`src/rtl/ps2_pkg.sv`:
```
`default_nettype none
// ============================================================================
//  Module      : ps2_pkg
//  Description : Shared types and constants for the PS/2 host transmitter and
//                its line conditioning. Holds the FSM state type, error codes,
//                common keyboard command/response bytes and a parity helper.
//  Revision    : 1.0 - initial release
// ============================================================================
package ps2_pkg;

  // Transmitter FSM states; S_END is the single pulse cycle before IDLE
  typedef enum logic [2:0] {
    S_IDLE      = 3'd0,
    S_INHIBIT   = 3'd1,
    S_REQ       = 3'd2,
    S_DATA      = 3'd3,
    S_ACK       = 3'd4,
    S_WAIT_IDLE = 3'd5,
    S_END       = 3'd6
  } ps2_tx_state_t;

  localparam logic [1:0] ERR_NONE  = 2'b00;
  localparam logic [1:0] ERR_START = 2'b01;
  localparam logic [1:0] ERR_XFER  = 2'b10;
  localparam logic [1:0] ERR_NOACK = 2'b11;

  localparam logic [7:0] CMD_SET_LEDS = 8'hED;
  localparam logic [7:0] CMD_ECHO     = 8'hEE;
  localparam logic [7:0] CMD_RESET    = 8'hFF;

  localparam logic [7:0] RSP_ACK    = 8'hFA;
  localparam logic [7:0] RSP_RESEND = 8'hFE;

  // PS/2 uses odd parity: the parity bit makes the total count of ones odd
  function automatic logic odd_parity(input logic [7:0] b);
    return ~^b;
  endfunction

endpackage
`default_nettype wire

```
`src/rtl/ps2_line_sync.sv`:
```
`default_nettype none
// ============================================================================
//  Module      : ps2_line_sync
//  Description : Two-flop synchronizers for the PS/2 clock and data lines and
//                a falling-edge pulse on the synchronized clock. Reset values
//                are the idle-high line state so no edge is seen after reset.
//  Revision    : 1.0 - initial release
// ============================================================================
module ps2_line_sync (
  input  logic clk,
  input  logic rst,
  input  logic i_clk_raw,
  input  logic i_dat_raw,
  output logic o_clk_sync,
  output logic o_dat_sync,
  output logic o_clk_fe
);

  logic r_clk_meta;
  logic r_clk_sync;
  logic r_clk_prev;
  logic r_dat_meta;
  logic r_dat_sync;

  // Synchronize both lines and keep one delayed copy of the clock for edge detection
  always_ff @(posedge clk) begin
    if (rst) begin
      r_clk_meta <= 1'b1;
      r_clk_sync <= 1'b1;
      r_clk_prev <= 1'b1;
      r_dat_meta <= 1'b1;
      r_dat_sync <= 1'b1;
    end else begin
      r_clk_meta <= i_clk_raw;
      r_clk_sync <= r_clk_meta;
      r_clk_prev <= r_clk_sync;
      r_dat_meta <= i_dat_raw;
      r_dat_sync <= r_dat_meta;
    end
  end

  assign o_clk_sync = r_clk_sync;
  assign o_dat_sync = r_dat_sync;
  assign o_clk_fe   = r_clk_prev & ~r_clk_sync;

endmodule
`default_nettype wire

```
`src/rtl/ps2_host_tx.sv`:
```
`default_nettype none
// ============================================================================
//  Module      : ps2_host_tx
//  Description : PS/2 host-to-device command transmitter. Runs inhibit and
//                request-to-send, shifts data/parity/stop on device clock
//                falling edges, checks the device ACK and reports done/error.
//                Optional build macro PS2_TX_RETRY_EN retries start-timeout
//                and no-ACK failures up to MAX_RETRIES times.
//  Revision    : 1.0 - initial release
// ============================================================================
module ps2_host_tx
  import ps2_pkg::*;
#(
  parameter int unsigned INHIBIT_CYCLES       = 6000,
  parameter int unsigned START_TIMEOUT_CYCLES = 750000,
  parameter int unsigned XFER_TIMEOUT_CYCLES  = 100000,
  parameter int unsigned MAX_RETRIES          = 2
) (
  input  logic       clock,
  input  logic       reset,
  input  logic [7:0] cmd_byte,
  input  logic       cmd_valid,
  output logic       cmd_ready,
  input  logic       ps2_clk_in,
  input  logic       ps2_dat_in,
  output logic       ps2_clk_oe,
  output logic       ps2_dat_oe,
  output logic       busy,
  output logic       done,
  output logic       error,
  output logic [1:0] err_code
);

  localparam int unsigned c_TMR_MAX0 = (START_TIMEOUT_CYCLES > XFER_TIMEOUT_CYCLES) ?
                                       START_TIMEOUT_CYCLES : XFER_TIMEOUT_CYCLES;
  localparam int unsigned c_TMR_MAX  = (c_TMR_MAX0 > INHIBIT_CYCLES) ? c_TMR_MAX0 : INHIBIT_CYCLES;
  localparam int          c_TMR_W    = $clog2(c_TMR_MAX + 1);
  localparam logic [c_TMR_W-1:0] c_INH_LAST   = c_TMR_W'(INHIBIT_CYCLES - 1);
  localparam logic [c_TMR_W-1:0] c_START_LAST = c_TMR_W'(START_TIMEOUT_CYCLES - 1);
  localparam logic [c_TMR_W-1:0] c_XFER_LAST  = c_TMR_W'(XFER_TIMEOUT_CYCLES - 1);

  ps2_tx_state_t      r_state, w_state_nx;
  logic               r_clk_oe, w_clk_oe_nx;
  logic               r_dat_oe, w_dat_oe_nx;
  logic [8:0]         r_shreg, w_shreg_nx;
  logic [3:0]         r_bitcnt, w_bitcnt_nx;
  logic [c_TMR_W-1:0] r_timer, w_timer_nx;
  logic               r_done, w_done_nx;
  logic               r_error, w_error_nx;
  logic [1:0]         r_err_code, w_err_code_nx;
  logic               w_fail;
  logic [1:0]         w_fail_code;
  logic               w_in_xfer;
  logic               w_clk_s, w_dat_s, w_fe;

`ifdef PS2_TX_RETRY_EN
  localparam int c_RTY_W = (MAX_RETRIES < 2) ? 1 : $clog2(MAX_RETRIES + 1);
  localparam logic [c_RTY_W-1:0] c_RTY_LIMIT = c_RTY_W'(MAX_RETRIES);
  logic [c_RTY_W-1:0] r_retry, w_retry_nx;
  logic [7:0]         r_byte, w_byte_nx;
`else
  logic w_unused_cfg;
  assign w_unused_cfg = (MAX_RETRIES != 0);
`endif

  ps2_line_sync u_sync (
    .clk        (clock),
    .rst        (reset),
    .i_clk_raw  (ps2_clk_in),
    .i_dat_raw  (ps2_dat_in),
    .o_clk_sync (w_clk_s),
    .o_dat_sync (w_dat_s),
    .o_clk_fe   (w_fe)
  );

  // The transfer timer covers everything from the first device edge until the lines idle
  assign w_in_xfer = (r_state == S_DATA) || (r_state == S_ACK) || (r_state == S_WAIT_IDLE);

  // Next-state, datapath and pulse decisions
  always_comb begin
    w_state_nx    = r_state;
    w_clk_oe_nx   = r_clk_oe;
    w_dat_oe_nx   = r_dat_oe;
    w_shreg_nx    = r_shreg;
    w_bitcnt_nx   = r_bitcnt;
    w_timer_nx    = r_timer;
    w_done_nx     = 1'b0;
    w_error_nx    = 1'b0;
    w_err_code_nx = r_err_code;
    w_fail        = 1'b0;
    w_fail_code   = ERR_NONE;
`ifdef PS2_TX_RETRY_EN
    w_retry_nx    = r_retry;
    w_byte_nx     = r_byte;
`endif
    case (r_state)
      S_IDLE: begin
        if (cmd_valid) begin
          w_shreg_nx  = {odd_parity(cmd_byte), cmd_byte};
          w_bitcnt_nx = '0;
          w_timer_nx  = '0;
          w_clk_oe_nx = 1'b1;
          w_dat_oe_nx = 1'b0;
          w_state_nx  = S_INHIBIT;
`ifdef PS2_TX_RETRY_EN
          w_retry_nx  = '0;
          w_byte_nx   = cmd_byte;
`endif
        end
      end
      S_INHIBIT: begin
        // Device edges are ignored here: the clock line is held low by us
        if (r_timer == c_INH_LAST) begin
          w_timer_nx  = '0;
          w_clk_oe_nx = 1'b0;
          w_dat_oe_nx = 1'b1;
          w_state_nx  = S_REQ;
        end else begin
          w_timer_nx = r_timer + c_TMR_W'(1);
        end
      end
      S_REQ: begin
        if (w_fe) begin
          w_dat_oe_nx = ~r_shreg[0];
          w_shreg_nx  = {1'b0, r_shreg[8:1]};
          w_bitcnt_nx = 4'd1;
          w_timer_nx  = '0;
          w_state_nx  = S_DATA;
        end else if (r_timer == c_START_LAST) begin
          w_fail      = 1'b1;
          w_fail_code = ERR_START;
        end else begin
          w_timer_nx = r_timer + c_TMR_W'(1);
        end
      end
      S_DATA: begin
        w_timer_nx = r_timer + c_TMR_W'(1);
        if (w_fe) begin
          if (r_bitcnt == 4'd9) begin
            w_dat_oe_nx = 1'b0;
            w_state_nx  = S_ACK;
          end else begin
            w_dat_oe_nx = ~r_shreg[0];
            w_shreg_nx  = {1'b0, r_shreg[8:1]};
            w_bitcnt_nx = r_bitcnt + 4'd1;
          end
        end
      end
      S_ACK: begin
        w_timer_nx = r_timer + c_TMR_W'(1);
        if (w_fe) begin
          if (!w_dat_s) begin
            w_state_nx = S_WAIT_IDLE;
          end else begin
            w_fail      = 1'b1;
            w_fail_code = ERR_NOACK;
          end
        end
      end
      S_WAIT_IDLE: begin
        w_timer_nx = r_timer + c_TMR_W'(1);
        if (w_clk_s && w_dat_s) begin
          w_done_nx  = 1'b1;
          w_state_nx = S_END;
        end
      end
      S_END: begin
        w_state_nx = S_IDLE;
      end
      default: begin
        w_state_nx = S_IDLE;
      end
    endcase

    // A transfer timeout overrides anything else decided in the same cycle
    if (w_in_xfer && (r_timer == c_XFER_LAST)) begin
      w_fail      = 1'b1;
      w_fail_code = ERR_XFER;
      w_done_nx   = 1'b0;
    end

    if (w_fail) begin
`ifdef PS2_TX_RETRY_EN
      if ((w_fail_code != ERR_XFER) && (r_retry < c_RTY_LIMIT)) begin
        w_retry_nx  = r_retry + c_RTY_W'(1);
        w_shreg_nx  = {odd_parity(r_byte), r_byte};
        w_bitcnt_nx = '0;
        w_timer_nx  = '0;
        w_clk_oe_nx = 1'b1;
        w_dat_oe_nx = 1'b0;
        w_state_nx  = S_INHIBIT;
      end else begin
        w_clk_oe_nx   = 1'b0;
        w_dat_oe_nx   = 1'b0;
        w_error_nx    = 1'b1;
        w_err_code_nx = w_fail_code;
        w_state_nx    = S_END;
      end
`else
      w_clk_oe_nx   = 1'b0;
      w_dat_oe_nx   = 1'b0;
      w_error_nx    = 1'b1;
      w_err_code_nx = w_fail_code;
      w_state_nx    = S_END;
`endif
    end
  end

  // State and datapath registers; reset releases both lines immediately
  always_ff @(posedge clock) begin
    if (reset) begin
      r_state    <= S_IDLE;
      r_clk_oe   <= 1'b0;
      r_dat_oe   <= 1'b0;
      r_shreg    <= '0;
      r_bitcnt   <= '0;
      r_timer    <= '0;
      r_done     <= 1'b0;
      r_error    <= 1'b0;
      r_err_code <= ERR_NONE;
    end else begin
      r_state    <= w_state_nx;
      r_clk_oe   <= w_clk_oe_nx;
      r_dat_oe   <= w_dat_oe_nx;
      r_shreg    <= w_shreg_nx;
      r_bitcnt   <= w_bitcnt_nx;
      r_timer    <= w_timer_nx;
      r_done     <= w_done_nx;
      r_error    <= w_error_nx;
      r_err_code <= w_err_code_nx;
    end
  end

`ifdef PS2_TX_RETRY_EN
  // Retry bookkeeping: attempt count and the byte to resend
  always_ff @(posedge clock) begin
    if (reset) begin
      r_retry <= '0;
      r_byte  <= '0;
    end else begin
      r_retry <= w_retry_nx;
      r_byte  <= w_byte_nx;
    end
  end
`endif

  assign cmd_ready  = (r_state == S_IDLE);
  assign busy       = (r_state != S_IDLE);
  assign ps2_clk_oe = r_clk_oe;
  assign ps2_dat_oe = r_dat_oe;
  assign done       = r_done;
  assign error      = r_error;
  assign err_code   = r_err_code;

endmodule
`default_nettype wire

```
`config.mk`:
```
export PLATFORM = sky130hd
export DESIGN_NAME = ps2_host_tx
export DESIGN_NICKNAME = d
export VERILOG_FILES = /design/src/rtl/ps2_pkg.sv /design/src/rtl/ps2_line_sync.sv /design/src/rtl/ps2_host_tx.sv
export SDC_FILE = /design/constraint.sdc
export NUM_CORES = 1
export LEC_CHECK = 0
export BUFFER_PORTS_ARGS = -buffer_cell sky130_fd_sc_hd__buf_2
export CAP_MARGIN = 20
export CORE_AREA = 2 2 76 78
export CTS_CLUSTER_SIZE = 25
export DETAILED_ROUTE_END_ITERATION = 7
export DIE_AREA = 0 0 78 80
export PLACE_DENSITY_LB_ADDON = 0.12
export REMOVE_ABC_BUFFERS = 1
export SKIP_LAST_GASP = 1
export SLEW_MARGIN = 30
export SYNTH_ARGS = -nofsm -noshare
export SYNTH_HDL_FRONTEND = slang
export SYNTH_SLANG_ARGS = --single-unit
export TNS_END_PERCENT = 50
```
`constraint.sdc`:
```
create_clock -name clock -period 4.78 [get_ports clock]
set_clock_uncertainty 0.2 [all_clocks]
set_input_delay 0.478 -clock clock [delete_from_list [all_inputs] [get_ports clock]]
set_output_delay 0.478 -clock clock [all_outputs]
set_load 0.01 [all_outputs]
```
# [Word-level counts from Yosys, hierarchy flattened]
# Index checks and enable logic that the tools add are counted.
[totals] word_cells=116 input_bits=13 output_inout_bits=8 reg_bits=47
[op_classes] muxes=48 eq_ne=27 n_addsub=2 reduce_logical=20 n_bitwise=4
[op_table] cell="$mux 20" n=4
[op_table] cell="$pmux 20 s4" n=1
[op_table] cell="$mux 9" n=4
[op_table] cell="$mux 3" n=9
[op_table] cell="$pmux 9 s3" n=1
[op_table] cell="$ne 3x2->1 const B" n=7
[op_table] cell="$add 20x1->20 const B" n=1
[op_table] cell="$eq 20x13->1 const B" n=1
[op_table] cell="$eq 20x17->1 const B" n=1
[op_table] cell="$eq 20x20->1 const B" n=1
[op_table] cell="$pmux 3 s6" n=1
[op_table] cell="$mux 1" n=16
[op_table] cell="$mux 4" n=4
[op_table] cell="$reduce_and 8->1" n=2
[op_table] cell="$pmux 4 s3" n=1
[op_table] cell="$ne 2x1->1 const B" n=5
[op_table] cell="$reduce_and 5->1" n=2
[op_table] cell="$ne 2x2->1 const B" n=4
[op_table] cell="$reduce_bool 4->1" n=2
[op_table] cell="$reduce_xnor 8->1" n=1
[op_table] cell="$eq 3x2->1 const B" n=2
[op_table] cell="$eq 3x3->1 const B" n=2
[op_table] cell="$mux 2" n=3
[op_table] cell="$ne 3x3->1 const B" n=2
[op_table] cell="16 further kinds" n=24

# [Longest topological paths before layout]
[logic_depth] word_depth=7 depth_mapped=9

# [By module]
# A second synthesis with hierarchy kept.
[unflattened] cells_unflattened=314 area_unflattened_um2=2667.6
[by_module_without_submodules] mod="ps2_host_tx" area_each_um2=2529.9 cells_per_inst=303 seq_area_each_um2=840.8 n_inst=1
[by_module_without_submodules] mod="ps2_line_sync" area_each_um2=137.6 cells_per_inst=11 seq_area_each_um2=100.1 n_inst=1

# [Worst setup path before layout]
# No wires, ideal clock.
[synth_timing] path_kind="register to register" startpoint="register r_timer[0]" endpoint="register r_state[0]" path_buffers=0 path_stages_with_launch=8 setup_slack_ps=2729 arrival_ps=1784 path_cell_list="dfxtp_1 -> ha_1 -> and3_1 -> nand2_1 -> o31ai_2 -> nand2_2 -> or4b_4 -> a21oi_2"
[synth_between] elab_chain_cells=6 word_cells_on_any_way=11 cone_classes="eq/ne: 4; mux: 4; reduce/logical: 3"
[synth_lines] element="start, declared" line="ps2_host_tx.sv:47" source="logic [c_TMR_W-1:0] r_timer, w_timer_nx;"
[synth_lines] element="start signal, assigned" line="ps2_host_tx.sv:227" source="r_timer <= w_timer_nx;"
[synth_lines] element="$eq 20x20->1" line="ps2_host_tx.sv:129" source="end else if (r_timer == c_START_LAST) begin"
[synth_lines] element="$mux 1" line="ps2_host_tx.sv:129"
[synth_lines] element="$mux 1" line="ps2_host_tx.sv:123" source="if (w_fe) begin"
[synth_lines] element="$pmux 1 s2" line="ps2_host_tx.sv:96" source="case (r_state)"
[synth_lines] element="$mux 1" line="ps2_host_tx.sv:176" source="if (w_in_xfer && (r_timer == c_XFER_LAST)) begin"
[synth_lines] element="$reduce_or 2->1 (no line)"
[synth_lines] element="end signal, assigned" line="ps2_host_tx.sv:222" source="r_state <= w_state_nx;"
[synth_lines] element="end, declared" line="ps2_host_tx.sv:42" source="ps2_tx_state_t r_state, w_state_nx;"
# Parallel ways exist; a longest one is shown, timed or not.
# A chain may end at the register's enable or synchronous reset.

# [Final worst setup path]
[layout_timing] startpoint="register r_timer[0]" endpoint="register r_timer[6]"
[layout_between] elab_chain_cells=4 word_cells_on_any_way=9 cone_classes="add/sub: 1; eq/ne: 3; mux: 4; reduce/logical: 1"
[layout_lines] element="$add 20x1->20"
[layout_lines] element="$mux 20" line="ps2_host_tx.sv:129"
[layout_lines] element="$mux 20" line="ps2_host_tx.sv:123"
[layout_lines] element="$pmux 20 s4" line="ps2_host_tx.sv:96"
# Parallel ways exist; a longest one is shown, timed or not. The select of a mux whose other input is x is not followed.

==> results.yml <==
cells_and_area:
  syn2layout_area_growth_pct: 10.1
  num-nets-final: 310
  stdcell_count: 367
  num-fill-cells: 551
  final_util_pct: 48.8
  drive_above_1_share_pct: 15.6
  diodes: 0
detailed_routing:
  vias: 1941
  drt_iter0_drc: 64
  ant_nets: 0
  drc: 0
  wire_per_inst_um: 13.7
  finalWirelength_um: 5010
  drt_first_pass_iters: 4
  viasPerCell: 5.29
synth:
  syn-mean-instance-area_sq_um: 8.59
  synth_cell_types: 47
  synthCells: 279
  synth_edf_count: 0
  synth_seq_area_share_pct: 39.2
  synth_top_area_cell: "dfxtp_1"
  synth_top_cell_area_share_pct: 39.2
  synth_ff_type: "dfxtp_1"
  synth_warnings: 0
  synth_area_sq_um: 2400
  async_flop_share_pct: 0
  ys_ff_latch: 47
  synth_area_leaders: "dfxtp_1 (39%), xnor2_1 (7.7%), nor2_1 (7.5%), mux2i_1 (4.6%), a211oi_1 (2.8%)"
setup_path:
  crit_chain: "ha_1 > and4b_1 > nand4_1 > nor4_4 > nor2_2 > a31o_2 > nor2_1"
  critPathMaxStageDelay_ps: 760
  cp.required_ps: 4810
  crit_type: "reg -> reg"
  cp-end-kind: "register"
  start_kind: "register"
  crit_fanout: 20
  slowest_stage: "nor4_4"
  arrival_ps: 2710
power:
  p_seq_share_pct: 45.0
  peakVddDrop_mv: 0.203
  swShare_pct: 34.2
  power_density_nw_per_um2: 404
  p_comb_share_pct: 30.4
  leakagePower_nw: 1.01
  netSwitchingPower_w: 0.000365
  p_clk_share_pct: 24.6
  intPower_w: 0.000702
clock_tree:
  cts_hold_buf: 0
  clk_latency_ps: 300
  cts_max_level: 2
  cts_resized: 0
  cts_made_buffers: 5
  clk_path_buf_depth: 2
  postCtsSetupBuffers: 0
  clock-root-buffer: "clkbuf_8"
  cts_sinks: 47
  clk_pin_slew_worst_paths_ps: 90
  cts_tree: "built"
timing:
  rsz0062_at_grt: "false"
  finalHoldViolCount: 0
  tightest_slew_ps: 864
  finalSetupViolations: 0
  max_slew_margin_pct: 42.0
  hold_ws_ps: 154
  slew_viol_final: 0
  period_needed_ps: 2680
  fmaxAchievable_ghz: 0.373
  period_share_pct: 56.0
  setup_tns_ps: 0
place:
  dp.cells: 359
  dp_hpwl_um: 3600
  io_buffers: 20
  place.gp.congestion: 0.839
floorplanning:
  core-area_sq_um: 5410
  start_util_pct: 44.4
  die_x_um: 78
  die_h_um: 80
  die_area_sq_um: 6240
  rows: 27
  io-pin-count: 21
grt:
  antenna_found_initial: 0
  grt_pass1_vias: 1881
  grt_overflow_total: 0
  grt_max_degree: 26
  grt.total_usage_pct: 17.5
  grt_pass1_wl_um: 8710
run:
  drv_cap: 0
run_status:
  status: "finished clean"
min_path:
  hold_path.class: "in -> reg"
[cell usage in the layout (no fill, tap or decap), types with 7 or more instances in the layout]
master,n
a21oi_1,9
clkbuf_8,7
nor3_1,10
nor2_1,48
mux2i_1,11
nand2_1,12
a211oi_1,9
xnor2_1,21
buf_2,20
dfxtp_1,47
nand3_1,11
nand2b_1,9
[sequential cells by signal, indices dropped and copies added (netlist names)]
register	count
ps2_dat_oe	1
u_sync.r_clk_meta	1
u_sync.o_clk_sync	1
err_code	2
u_sync.o_dat_sync	1
r_state	3
r_shreg	9
done	1
r_timer	20
error	1
u_sync.r_dat_meta	1
u_sync.r_clk_prev	1
ps2_clk_oe	1
r_bitcnt	4
[power by group through the flow]
stage | clock network [W] | logic (W) | registers, W
detailed placement | 0 | 0.000326 | 0.000489
global placement | 0 | 0.000325 | 0.000487
floorplan | 0 | 0.000244 | 0.000480
CTS | 0.000273 | 0.000328 | 0.000480
finish | 0.000263 | 0.000325 | 0.000480
global route | 0.000289 | 0.000368 | 0.000487
[final cells by class]
class | count | area (sq um) | share of cell area, %
Multi-Input combinational cell | 213 | 1370 | 52.1
Sequential cell | 47 | 941 | 35.7
Timing Repair Buffer | 21 | 108 | 4.08
Clock buffer | 7 | 96.3 | 3.65
Tap cell | 72 | 90.1 | 3.41
Inverter | 6 | 22.5 | 0.853
Clock inverter | 1 | 7.51 | 0.284
[worst max-delay path: cells and delay by family, from the launching register on]
family                   cells  cell delay, ps
AND/OR/NAND/NOR              5            1400
AO/OA/AOI/OAI                1             420
flip-flops                   1             390
adder cells (fa/ha/maj)      1             190
[stage by stage]
stage | instance area, sq um | total power, W | setup WS [ps]
final | 2640 | 0.00107 | 2100
after floorplan | 2340 | 0.000724 | 2420
after global placement | 2530 | 0.000811 | 2230
after global routing | 2640 | 0.00114 | 1910
after detailed placement | 2530 | 0.000815 | 2120
after CTS | 2640 | 0.00108 | 2090
[worst paths after layout]
path,endpoint,slack [ps],depth (start not counted),start
hold reg to reg,u_sync.o_dat_sync$_SDFF_PP1_,210,1,u_sync.r_dat_meta$_SDFF_PP1_
hold / removal,u_sync.r_dat_meta$_SDFF_PP1_,150,2,ps2_dat_in
setup reg to reg,r_timer[6]$_SDFFE_PP0P_,2100,7,r_timer[0]$_SDFFE_PP0P_
setup / recovery,r_timer[6]$_SDFFE_PP0P_,2100,7,r_timer[0]$_SDFFE_PP0P_
[metal layers]
layer | wire length, um | vias up | global-route usage, %
met5 | 0 | - | 0
met4 | 72 | 0 | 6.32
met3 | 193 | 7 | 4.30
met2 | 2380 | 32 | 30.3
met1 | 2370 | 902 | 21.1
li1 | - | 1000 | -
[logic make-up after synthesis]
family          count (synthesis)  share of synthesized area, %
compound gates                 35                          9.76
buf+inv                        19                          3.44
mux                            11                          4.59
xor+xnor                       26                          9.50
simple gates                  138                          31.9
fa+ha+maj                       3                          1.57
flops                          47                          39.2
[cell usage after synthesis, drive strengths merged, types with 6 or more instances]
cell and count:
a211oi 9, a21oi 11, buf 8, dfxtp 47, inv 6, mux2i 11, nand2 13, nand2b 9
nand3 11, nand4 6, nor2 49, nor3 10, o21ai 6, or2 7, xnor2 21
No activity file was read; power rests on OpenSTA's default activity.
